==> config.mk <==
export PLATFORM = sky130hd
export DESIGN_NAME = mmio_responder
export DESIGN_NICKNAME = d
export VERILOG_FILES = /design/src/rtl/mmio_pkg.sv /design/src/rtl/debounce_bit.sv /design/src/rtl/mmio_responder.sv
export SDC_FILE = /design/constraint.sdc
export NUM_CORES = 1
export LEC_CHECK = 0
export CAP_MARGIN = 20
export CORE_AREA = 2 2 92 94
export DETAILED_ROUTE_END_ITERATION = 7
export DIE_AREA = 0 0 94 96
export GPL_ROUTABILITY_DRIVEN = 0
export GPL_TIMING_DRIVEN = 1
export PLACE_DENSITY = 0.74
export SETUP_SLACK_MARGIN = 0.5
export SYNTH_ARGS = -nofsm -noshare
export SYNTH_HDL_FRONTEND = slang
export SYNTH_SLANG_ARGS = --single-unit
export TNS_END_PERCENT = 20
==> constraint.sdc <==
create_clock -name clk -period 1.6 [get_ports clk]
set_clock_uncertainty 0.05 [all_clocks]
set_input_delay 0.24 -clock clk [delete_from_list [all_inputs] [get_ports clk]]
set_output_delay 0.24 -clock clk [all_outputs]
set_load 0.005 [all_outputs]
==> src/rtl/mmio_pkg.sv <==
// Shared definitions for the MMIO responder: register offsets, FSM encoding
// and the default address window base.
package mmio_pkg;

  localparam logic [7:0] DEF_BASE_ADDR = 8'hF0;

  localparam logic [2:0] OFS_SWITCH    = 3'd0;
  localparam logic [2:0] OFS_BTN_LEVEL = 3'd1;
  localparam logic [2:0] OFS_BTN_EVENT = 3'd2;
  localparam logic [2:0] OFS_LEDS      = 3'd3;

  typedef enum logic {
    IDLE = 1'b0,
    RESP = 1'b1
  } state_e;

endpackage

==> src/rtl/debounce_bit.sv <==
// One button pin: 2-flop synchronizer followed by a stability counter that
// flips the debounced level only after DEBOUNCE_CYCLES consecutive samples
// disagree with it. rise pulses in the cycle the level is about to go 0->1.
module debounce_bit #(
  parameter int unsigned DEBOUNCE_CYCLES = 4
) (
  input  logic clk,
  input  logic rst,
  input  logic pin,
  output logic level,
  output logic rise
);

  logic       meta_q, sync_q;
  logic       level_q, level_d;
  logic [7:0] cnt_q, cnt_d;

  // Count disagreeing samples; flip the level once the run is long enough.
  always_comb begin
    // NOTE: every signal gets a default first so no path leaves it unassigned
    // and no latch is inferred.
    cnt_d   = '0;
    level_d = level_q;
    if (sync_q != level_q) begin
      cnt_d = cnt_q + 8'd1;
      if (cnt_d == 8'(DEBOUNCE_CYCLES)) begin
        level_d = ~level_q;
        cnt_d   = '0;
      end
    end
  end

  assign level = level_q;
  assign rise  = level_d & ~level_q;

  // Synchronizer and debounce state, cleared by the synchronous reset.
  always_ff @(posedge clk) begin
    // NOTE: non-blocking assignments so every flop samples pre-edge values.
    if (!rst) begin
      meta_q  <= 1'b0;
      sync_q  <= 1'b0;
      cnt_q   <= '0;
      level_q <= 1'b0;
    end else begin
      meta_q  <= pin;
      sync_q  <= meta_q;
      cnt_q   <= cnt_d;
      level_q <= level_d;
    end
  end

endmodule

==> src/rtl/mmio_responder.sv <==
// MMIO responder: answers CPU loads/stores in an 8-byte window, exposing
// synchronized switches, debounced buttons, sticky press events and LEDs.
module mmio_responder
  import mmio_pkg::*;
#(
  parameter logic [7:0]  BASE_ADDR       = DEF_BASE_ADDR,
  parameter int unsigned DEBOUNCE_CYCLES = 4
) (
  input  logic       clk,
  input  logic       rst,
  input  logic       req_valid,
  input  logic       req_write,
  input  logic [7:0] req_addr,
  input  logic [7:0] req_wdata,
  output logic       req_ready,
  output logic       rsp_valid,
  output logic [7:0] rsp_rdata,
  input  logic       rsp_ready,
  input  logic [7:0] switch,
  input  logic [4:0] buttons,
  output logic [7:0] leds
);

  state_e     state_q, state_d;
  logic       req_ready_q, req_ready_d;
  logic [7:0] rdata_q, rdata_d;
  logic [7:0] leds_q, leds_d;
  logic [4:0] evt_q, evt_d;
  logic [7:0] sw_meta_q, sw_sync_q;
  logic [4:0] btn_level, btn_rise;

  logic       accept, hit;
  logic [7:0] offset, rd_mux;
  logic [4:0] evt_clr;

  for (genvar i = 0; i < 5; i++) begin : g_btn
    debounce_bit #(.DEBOUNCE_CYCLES(DEBOUNCE_CYCLES)) u_debounce (
      .clk  (clk),
      .rst  (rst),
      .pin  (buttons[i]),
      .level(btn_level[i]),
      .rise (btn_rise[i])
    );
  end

  // Window decode; the range check prevents wrap past 8'hFF from hitting.
  assign offset = req_addr - BASE_ADDR;
  assign hit    = (req_addr >= BASE_ADDR) && (offset < 8'd8);
  assign accept = req_valid && req_ready_q;

  // FSM next state; ready is registered so it stays low while in reset.
  always_comb begin
    state_d = state_q;
    case (state_q)
      IDLE:    if (accept) state_d = RESP;
      RESP:    if (rsp_ready) state_d = IDLE;
      default: state_d = IDLE;
    endcase
    req_ready_d = (state_d == IDLE);
  end

  // Read mux and register side effects applied at acceptance.
  always_comb begin
    rd_mux  = '0;
    evt_clr = '0;
    rdata_d = rdata_q;
    leds_d  = leds_q;
    if (hit) begin
      case (offset[2:0])
        OFS_SWITCH:    rd_mux = sw_sync_q;
        OFS_BTN_LEVEL: rd_mux = {3'b0, btn_level};
        OFS_BTN_EVENT: rd_mux = {3'b0, evt_q};
        OFS_LEDS:      rd_mux = leds_q;
        default:       rd_mux = '0;
      endcase
    end
    if (accept) begin
      rdata_d = req_write ? 8'h00 : rd_mux;
      if (req_write && hit && offset[2:0] == OFS_LEDS)      leds_d  = req_wdata;
      if (req_write && hit && offset[2:0] == OFS_BTN_EVENT) evt_clr = req_wdata[4:0];
    end
    // A new press wins over a clear landing in the same cycle.
    evt_d = (evt_q & ~evt_clr) | btn_rise;
  end

  // State, response, LED, event and switch-synchronizer registers.
  always_ff @(posedge clk) begin
    if (!rst) begin
      state_q     <= IDLE;
      req_ready_q <= 1'b0;
      rdata_q     <= '0;
      leds_q      <= '0;
      evt_q       <= '0;
      sw_meta_q   <= '0;
      sw_sync_q   <= '0;
    end else begin
      state_q     <= state_d;
      req_ready_q <= req_ready_d;
      rdata_q     <= rdata_d;
      leds_q      <= leds_d;
      evt_q       <= evt_d;
      sw_meta_q   <= switch;
      sw_sync_q   <= sw_meta_q;
    end
  end

  assign req_ready = req_ready_q;
  assign rsp_valid = (state_q == RESP);
  assign rsp_rdata = rdata_q;
  assign leds      = leds_q;

endmodule

==> results of run 1 <==
==> through the flow <==
stage | setup WS, ps | hold slack, ps
floorplan | -126 | 317
global placement | -502 | 365
detailed placement | -551 | 367
CTS | -171 | 381
global route | -239 | 386
finish | -153 | 379
==> registers in the layout, summed over array words and instances (netlist names) <==
| name | cells |
|---|---|
| leds | 8 |
| rsp_rdata | 8 |
| sw_sync_q | 8 |
| g_btn.u_debounce.meta_q | 5 |
| rsp_valid | 1 |
| sw_meta_q | 8 |
| evt_q | 5 |
| g_btn.u_debounce.sync_q | 5 |
| g_btn.u_debounce.cnt_q | 40 |
| g_btn.u_debounce.level | 5 |
| req_ready | 1 |
==> cell families after synthesis <==
kind of cell	Yosys count	synth area share, %
mux	18	6.36
xor+xnor	29	6.65
flops	94	49.3
buf+inv	20	2.00
fa+ha+maj	10	3.28
compound gates	42	8.23
simple gates	175	24.2
==> how the worst min path moves through the flow <==
stage	slack, ps	end	start
6_report	380	sw_sync_q[0]	sw_meta_q[0]
5_1_grt	390	sw_meta_q[2]	switch[2]
4_1_cts	380	sw_sync_q[0]	sw_meta_q[0]
2_1_floorplan	320	g_btn[0].u_debounce.meta_q	buttons[0]
3_3_place_gp	370	sw_sync_q[7]	sw_meta_q[7]
3_5_place_dp	370	sw_sync_q[4]	sw_meta_q[4]
==> Yosys cell counts (3+ instances only) <==
master / n / area share (%)
sky130_fd_sc_hd__a21oi_1: 8 / 1.0
sky130_fd_sc_hd__a22o_1: 3 / 0.69
sky130_fd_sc_hd__a22oi_1: 8 / 1.6
sky130_fd_sc_hd__a32o_1: 4 / 1.0
sky130_fd_sc_hd__and2_1: 28 / 4.6
sky130_fd_sc_hd__and3_1: 5 / 0.82
sky130_fd_sc_hd__and4_1: 3 / 0.69
sky130_fd_sc_hd__clkbuf_1: 9 / 0.88
sky130_fd_sc_hd__dfxtp_1: 94 / 49
sky130_fd_sc_hd__ha_1: 10 / 3.3
sky130_fd_sc_hd__inv_1: 9 / 0.88
sky130_fd_sc_hd__mux2i_1: 13 / 3.4
sky130_fd_sc_hd__mux4_2: 5 / 2.9
sky130_fd_sc_hd__nand2_1: 31 / 3.0
sky130_fd_sc_hd__nand3_1: 17 / 2.2
sky130_fd_sc_hd__nand4_1: 5 / 0.82
sky130_fd_sc_hd__nor2_1: 48 / 4.7
sky130_fd_sc_hd__nor2b_1: 7 / 1.1
sky130_fd_sc_hd__nor3_1: 8 / 1.0
sky130_fd_sc_hd__nor3b_1: 7 / 1.4
sky130_fd_sc_hd__o21ai_0: 4 / 0.52
sky130_fd_sc_hd__or3_1: 4 / 0.66
sky130_fd_sc_hd__xnor2_1: 7 / 1.6
sky130_fd_sc_hd__xor2_1: 22 / 5.0
==> power by group <==
| group | switching (mW) | total, mW | internal (mW) |
|---|---|---|---|
| logic | 0.100 | 0.257 | 0.157 |
| registers | 0.0207 | 2.38 | 2.36 |
| clock network | 0.814 | 1.59 | 0.773 |
==> cells in the final DEF (no fill, tap or decap), types with 5 or more instances in the layout <==
cell type,Yosys,layout
sky130_fd_sc_hd__dfxtp_1,94,69
sky130_fd_sc_hd__nand2_1,31,25
sky130_fd_sc_hd__and2_1,28,28
sky130_fd_sc_hd__a22oi_1,8,8
sky130_fd_sc_hd__buf_4,0,44
sky130_fd_sc_hd__mux2i_1,13,11
sky130_fd_sc_hd__nand3_1,17,12
sky130_fd_sc_hd__nor3b_1,7,5
sky130_fd_sc_hd__a21oi_1,8,5
sky130_fd_sc_hd__nand4_1,5,5
sky130_fd_sc_hd__clkdlybuf4s50_1,0,42
sky130_fd_sc_hd__clkbuf_8,0,10
sky130_fd_sc_hd__xor2_1,22,20
sky130_fd_sc_hd__inv_1,9,9
sky130_fd_sc_hd__ha_4,0,5
sky130_fd_sc_hd__nand2_2,1,5
sky130_fd_sc_hd__ha_1,10,5
sky130_fd_sc_hd__buf_6,0,15
sky130_fd_sc_hd__mux4_2,5,5
sky130_fd_sc_hd__dfxtp_4,0,10
sky130_fd_sc_hd__nor2_1,48,46
sky130_fd_sc_hd__dfxtp_2,0,15
==> area by class of cell <==
cell class / count / area [sq um] / share of cell area, %
Clock buffer: 10 / 138 / 2.47
Clock inverter: 6 / 68.8 / 1.24
Inverter: 9 / 33.8 / 0.607
Multi-Input combinational cell: 274 / 2240 / 40.2
Sequential cell: 94 / 1940 / 34.8
Tap cell: 105 / 131 / 2.36
Timing Repair Buffer: 111 / 1020 / 18.3
==> critical path, stage by stage, from the launching register on <==
cell	delay (ps)
sky130_fd_sc_hd__dfxtp_2	360
sky130_fd_sc_hd__nand2_4	50
sky130_fd_sc_hd__or4_4	520
sky130_fd_sc_hd__nor3_4	240
sky130_fd_sc_hd__buf_12	160
sky130_fd_sc_hd__mux2i_2	200
sky130_fd_sc_hd__nor2_1	50
==> metal layers <==
layer	up-vias	share of wire, %	track usage [%]	wire [um]
met1	1499	42	22.5	3880
met4	0	0.81	5.68	74
met2	48	54	39.7	4900
met3	8	3.2	6.19	297
li1	1567	-	-	-
met5	-	0	0	0
==> timing repair <==
item                       4_1_cts  5_1_grt
gates resized for setup         89       40
buffers inserted                10        4
hold buffers                     0        0
setup endpoints to repair       81       85
pin swaps                       50       26
==> flow_summary.json, run 1 <==
{
  "ys_dominant_reg_cell": "sky130_fd_sc_hd__dfxtp_1",
  "hold_viol_final": 0,
  "die_y_um": 96,
  "vdd_ir_drop_max_v": 0.000722,
  "postLayoutCoreUtil_pct": 69.2,
  "via_count_of_the_first_global_routing_pass": 3215,
  "flow.area_growth_from_synthesis_pct": 45.9,
  "min_delay_path_depth": 1,
  "ant_nets": 0,
  "firstDrtPassIters": 4,
  "reg2reg_depth": 6,
  "status": "finished, violations left",
  "drt-vias-per-instance": 5.13,
  "grtUsageTotal_pct": 20.9,
  "rows": 33,
  "htree_levels": 3,
  "ys_ff_latch": 94,
  "power_leakage_nw": 2.11,
  "cts_buffers": 9,
  "grt_first_pass_wirelength_um": 14700,
  "worstSetupEndpointType": "register",
  "failed_checks": "negative setup slack",
  "worstSetupStartpointType": "register",
  "io_pins": 52,
  "postLayoutSetupSlackWorst_ps": -153,
  "count_of_synthesis_stage_warnings_from_yosys": 0,
  "reg2reg_to": "leds[3]",
  "critPathRequiredTime_ps": 1790,
  "detail_route.wl_per_cell_um": 15.0,
  "die-area_sq_um": 9020,
  "rsz0062_at_grt": "yes",
  "tritoncts": "yes",
  "max_slew_vio_count": 0,
  "post_synth_instance_area_sq_um": 3820,
  "critical_path_arrival_ps": 1950,
  "design.core.area_sq_um": 8050,
  "critical_path.startpoint": "req_ready",
  "drive_above_1_share_pct": 35.1,
  "totalPowerFinal_mw": 4.22,
  "drtIter0Drc": 105,
  "critical_path_peak_fanout": 6,
  "fmax_ghz": 0.571,
  "grt_antenna_before_repair": 0,
  "post-route-cell-area_sq_um": 5570,
  "synth_fp_nets": 432,
  "post_synth_num_cell_types": 47,
  "max_cap_viols": 0,
  "final_nets": 543,
  "grt_start_max_net_pins": 18,
  "max-clock-path-buffers": 2,
  "finalCritPeriodShare_pct": 110,
  "worst_r2r_startpoint": "req_ready",
  "tightest_hold_check_type": "reg -> reg",
  "startpoint_to_endpoint_class_of_the_critical_path": "reg -> reg",
  "synth.yosys.seq_area_share_pct": 49.3,
  "synth_enable_flop_cells": 0,
  "portBuffers": 51,
  "drcViolationCount": 0,
  "insertedDiodeCount": 0,
  "clk_root_buffer_cell": "sky130_fd_sc_hd__clkbuf_8",
  "worst_skew_pair.late_latency_ps": 360,
  "synth.avg_cell_area_sq_um": 9.84,
  "routed-via-count": 3122,
  "placed_cells": 579,
  "synthesized_instance_count": 388,
  "crit_end": "leds[3]",
  "drt-total-wl_um": 9150,
  "worstMarginPinSlew_ps": 375,
  "final.setup.tns_ps": -2520,
  "finalCriticalPeriod_ps": 1750,
  "numClockSinks": 94,
  "globalRoute.totalOverflow": 0,
  "initial_cell_density_of_the_core_pct": 47.4,
  "place_hpwl_um": 5960,
  "report.final.setup_viol": 32,
  "max_slew_margin_pct": 74.7,
  "power_per_cell_area_nw_per_um2": 759,
  "worst_setup_hold_path_clk_slew_ps": 90,
  "timing.reg2reg.setup_slack_ps": -150,
  "placement.cell_area_sq_um": 4850,
  "synth-async-reset-ratio_pct": 0,
  "die_width_um": 94,
  "fin_cells": 609,
  "n_fill_cell": 595
}
Power figures use the tool's default switching activity.
==> run 2, diff against run 1 <==
--- a/config.mk
+++ b/config.mk
@@ -5,6 +5,7 @@
 export SDC_FILE = /design/constraint.sdc
 export NUM_CORES = 1
 export LEC_CHECK = 0
+export ABC_CLOCK_PERIOD_IN_PS = 1600
 export CAP_MARGIN = 20
 export CORE_AREA = 2 2 92 94
 export DETAILED_ROUTE_END_ITERATION = 7
@@ -13,6 +14,7 @@
 export GPL_TIMING_DRIVEN = 1
 export PLACE_DENSITY = 0.74
 export SETUP_SLACK_MARGIN = 0.5
+export SLEW_MARGIN = 20
 export SYNTH_ARGS = -nofsm -noshare
 export SYNTH_HDL_FRONTEND = slang
 export SYNTH_SLANG_ARGS = --single-unit
==> results of run 2 <==
Final layout, timing and power as in run 1 (identical DEF).
==> run 3, diff against run 2 <==
--- a/config.mk
+++ b/config.mk
@@ -14,6 +14,7 @@
 export GPL_TIMING_DRIVEN = 1
 export PLACE_DENSITY = 0.74
 export SETUP_SLACK_MARGIN = 0.5
+export SKIP_LAST_GASP = 1
 export SLEW_MARGIN = 20
 export SYNTH_ARGS = -nofsm -noshare
 export SYNTH_HDL_FRONTEND = slang
==> flow_summary.json, run 3 (synthesis results as in run 1) <==
{
  "worstSetupStartpointType": "register",
  "worst_skew_pair.late_latency_ps": 360,
  "status": "finished, violations left",
  "die_width_um": 94,
  "report.final.setup_viol": 24,
  "layout_common_cells": "sky130_fd_sc_hd__dfxtp_1 (79), sky130_fd_sc_hd__buf_4 (54), sky130_fd_sc_hd__clkdlybuf4s50_1 (50)",
  "grt_antenna_before_repair": 0,
  "finalCriticalPeriod_ps": 1750,
  "critical_path_peak_fanout": 6,
  "grtUsageTotal_pct": 19.4,
  "design.core.area_sq_um": 8050,
  "place_hpwl_um": 5960,
  "post_cts_hold_buffer_count": 0,
  "max_slew_vio_count": 0,
  "worst_setup_hold_path_clk_slew_ps": 90,
  "drtIter0Drc": 117,
  "vdd_ir_drop_max_v": 0.000719,
  "drt-total-wl_um": 8410,
  "power_per_cell_area_nw_per_um2": 786,
  "clk_root_buffer_cell": "sky130_fd_sc_hd__clkbuf_8",
  "worstSetupEndpointType": "register",
  "max_slew_margin_pct": 77.4,
  "insertedDiodeCount": 0,
  "firstDrtPassIters": 4,
  "drt-vias-per-instance": 5.08,
  "startpoint_to_endpoint_class_of_the_critical_path": "reg -> reg",
  "grt_first_pass_wirelength_um": 13600,
  "top_register": "g_btn.u_debounce.cnt_q",
  "detail_route.wl_per_cell_um": 13.8,
  "hold_viol_final": 0,
  "failed_checks": "negative setup slack",
  "tightest_hold_check_type": "reg -> reg",
  "grt_start_max_net_pins": 18,
  "htree_levels": 3,
  "ff_latch_area_sq_um": 1920,
  "rows": 33,
  "multi_input_area_sq_um": 2090,
  "via_count_of_the_first_global_routing_pass": 3071,
  "initial_cell_density_of_the_core_pct": 47.4,
  "power_leakage_nw": 2.04,
  "portBuffers": 51,
  "layout.cells.most_common": "sky130_fd_sc_hd__dfxtp_1",
  "n_fill_cell": 631,
  "tritoncts": "yes",
  "globalRoute.totalOverflow": 0,
  "worstMarginPinSlew_ps": 339,
  "flow.area_growth_from_synthesis_pct": 40.6,
  "max-clock-path-buffers": 2,
  "rsz0062_at_grt": "yes",
  "max_cap_viols": 0,
  "die-area_sq_um": 9020,
  "fmax_ghz": 0.570,
  "finalCritPeriodShare_pct": 110,
  "holdWs_ps": 378,
  "routed-via-count": 3091,
  "numClockSinks": 94,
  "postLayoutSetupSlackWorst_ps": -155,
  "critical_path_arrival_ps": 1950,
  "largest_reg_flops": 40,
  "drcViolationCount": 0,
  "drive_above_1_share_pct": 26.6,
  "ant_nets": 0,
  "critPathRequiredTime_ps": 1790,
  "cts_buffers": 9,
  "final_nets": 542,
  "io_pins": 52,
  "totalPowerFinal_mw": 4.22,
  "die_y_um": 96
}
-- run 3: final timing paths --
path                              startpoint            to  slack (ps)  depth (start not counted)
worst max-delay path               req_ready       leds[3]        -150                          6
worst min-delay path            sw_meta_q[0]  sw_sync_q[0]         380                          1
worst max register to register     req_ready       leds[3]        -150                          6
worst min register to register  sw_meta_q[0]  sw_sync_q[0]         380                          1
-- run 3: timing repair --
| action | CTS | global route |
|---|---|---|
| gates cloned | 0 | 0 |
| resized for setup | 30 | 21 |
| pin swaps | 16 | 6 |
| buffers inserted | 10 | 3 |
| endpoints found under the setup margin | 81 | 84 |
-- run 3: layout make-up --
| type | count | share of cell area [%] |
|---|---|---|
| Clock buffer | 10 | 2.56 |
| Sequential cell | 94 | 35.7 |
| Multi-Input combinational cell | 274 | 39.0 |
| Clock inverter | 6 | 1.28 |
| Tap cell | 105 | 2.45 |
| Inverter | 9 | 0.630 |
| Timing Repair Buffer | 110 | 18.4 |
-- run 3: power by group --
part | switching [mW] | total [mW] | internal, mW
registers | 0.0184 | 2.39 | 2.37
clock network | 0.813 | 1.59 | 0.773
logic | 0.0956 | 0.248 | 0.152
total | 0.927 | 4.22 | 3.29
-- run 3: per-layer routing --
metal	part of all wire, %	vias up	wire length, um	track usage [%]
met5	0	-	0	0
met4	1.2	0	105	5.19
met3	3.9	11	328	6.26
met2	52	63	4360	35.7
met1	43	1454	3610	21.7
li1	-	1563	-	-
-- run 3: critical path, cell delays in order (launching register included) --
cell	delay, ps
sky130_fd_sc_hd__dfxtp_2	360
sky130_fd_sc_hd__nand2_4	50
sky130_fd_sc_hd__or4_4	520
sky130_fd_sc_hd__nor3_4	240
sky130_fd_sc_hd__buf_12	160
sky130_fd_sc_hd__mux2i_2	210
sky130_fd_sc_hd__nor2_1	50
-- run 3: per-stage QoR --
| step | cells | area [sq um] | setup slack [ps] | utilization, % | TNS, ps |
|---|---|---|---|---|---|
| 2_1_floorplan | 388 | 3880 | -126 | - | -1260 |
| 4_1_cts | 605 | 5240 | -173 | 65.1 | -2040 |
| 3_3_place_gp | 579 | 4850 | -502 | 60.2 | -9000 |
| 6_report | 608 | 5370 | -155 | 66.7 | -1810 |
| 5_1_grt | 608 | 5370 | -213 | 66.7 | -5210 |
| 3_5_place_dp | 579 | 4850 | -551 | 60.2 | -10540 |
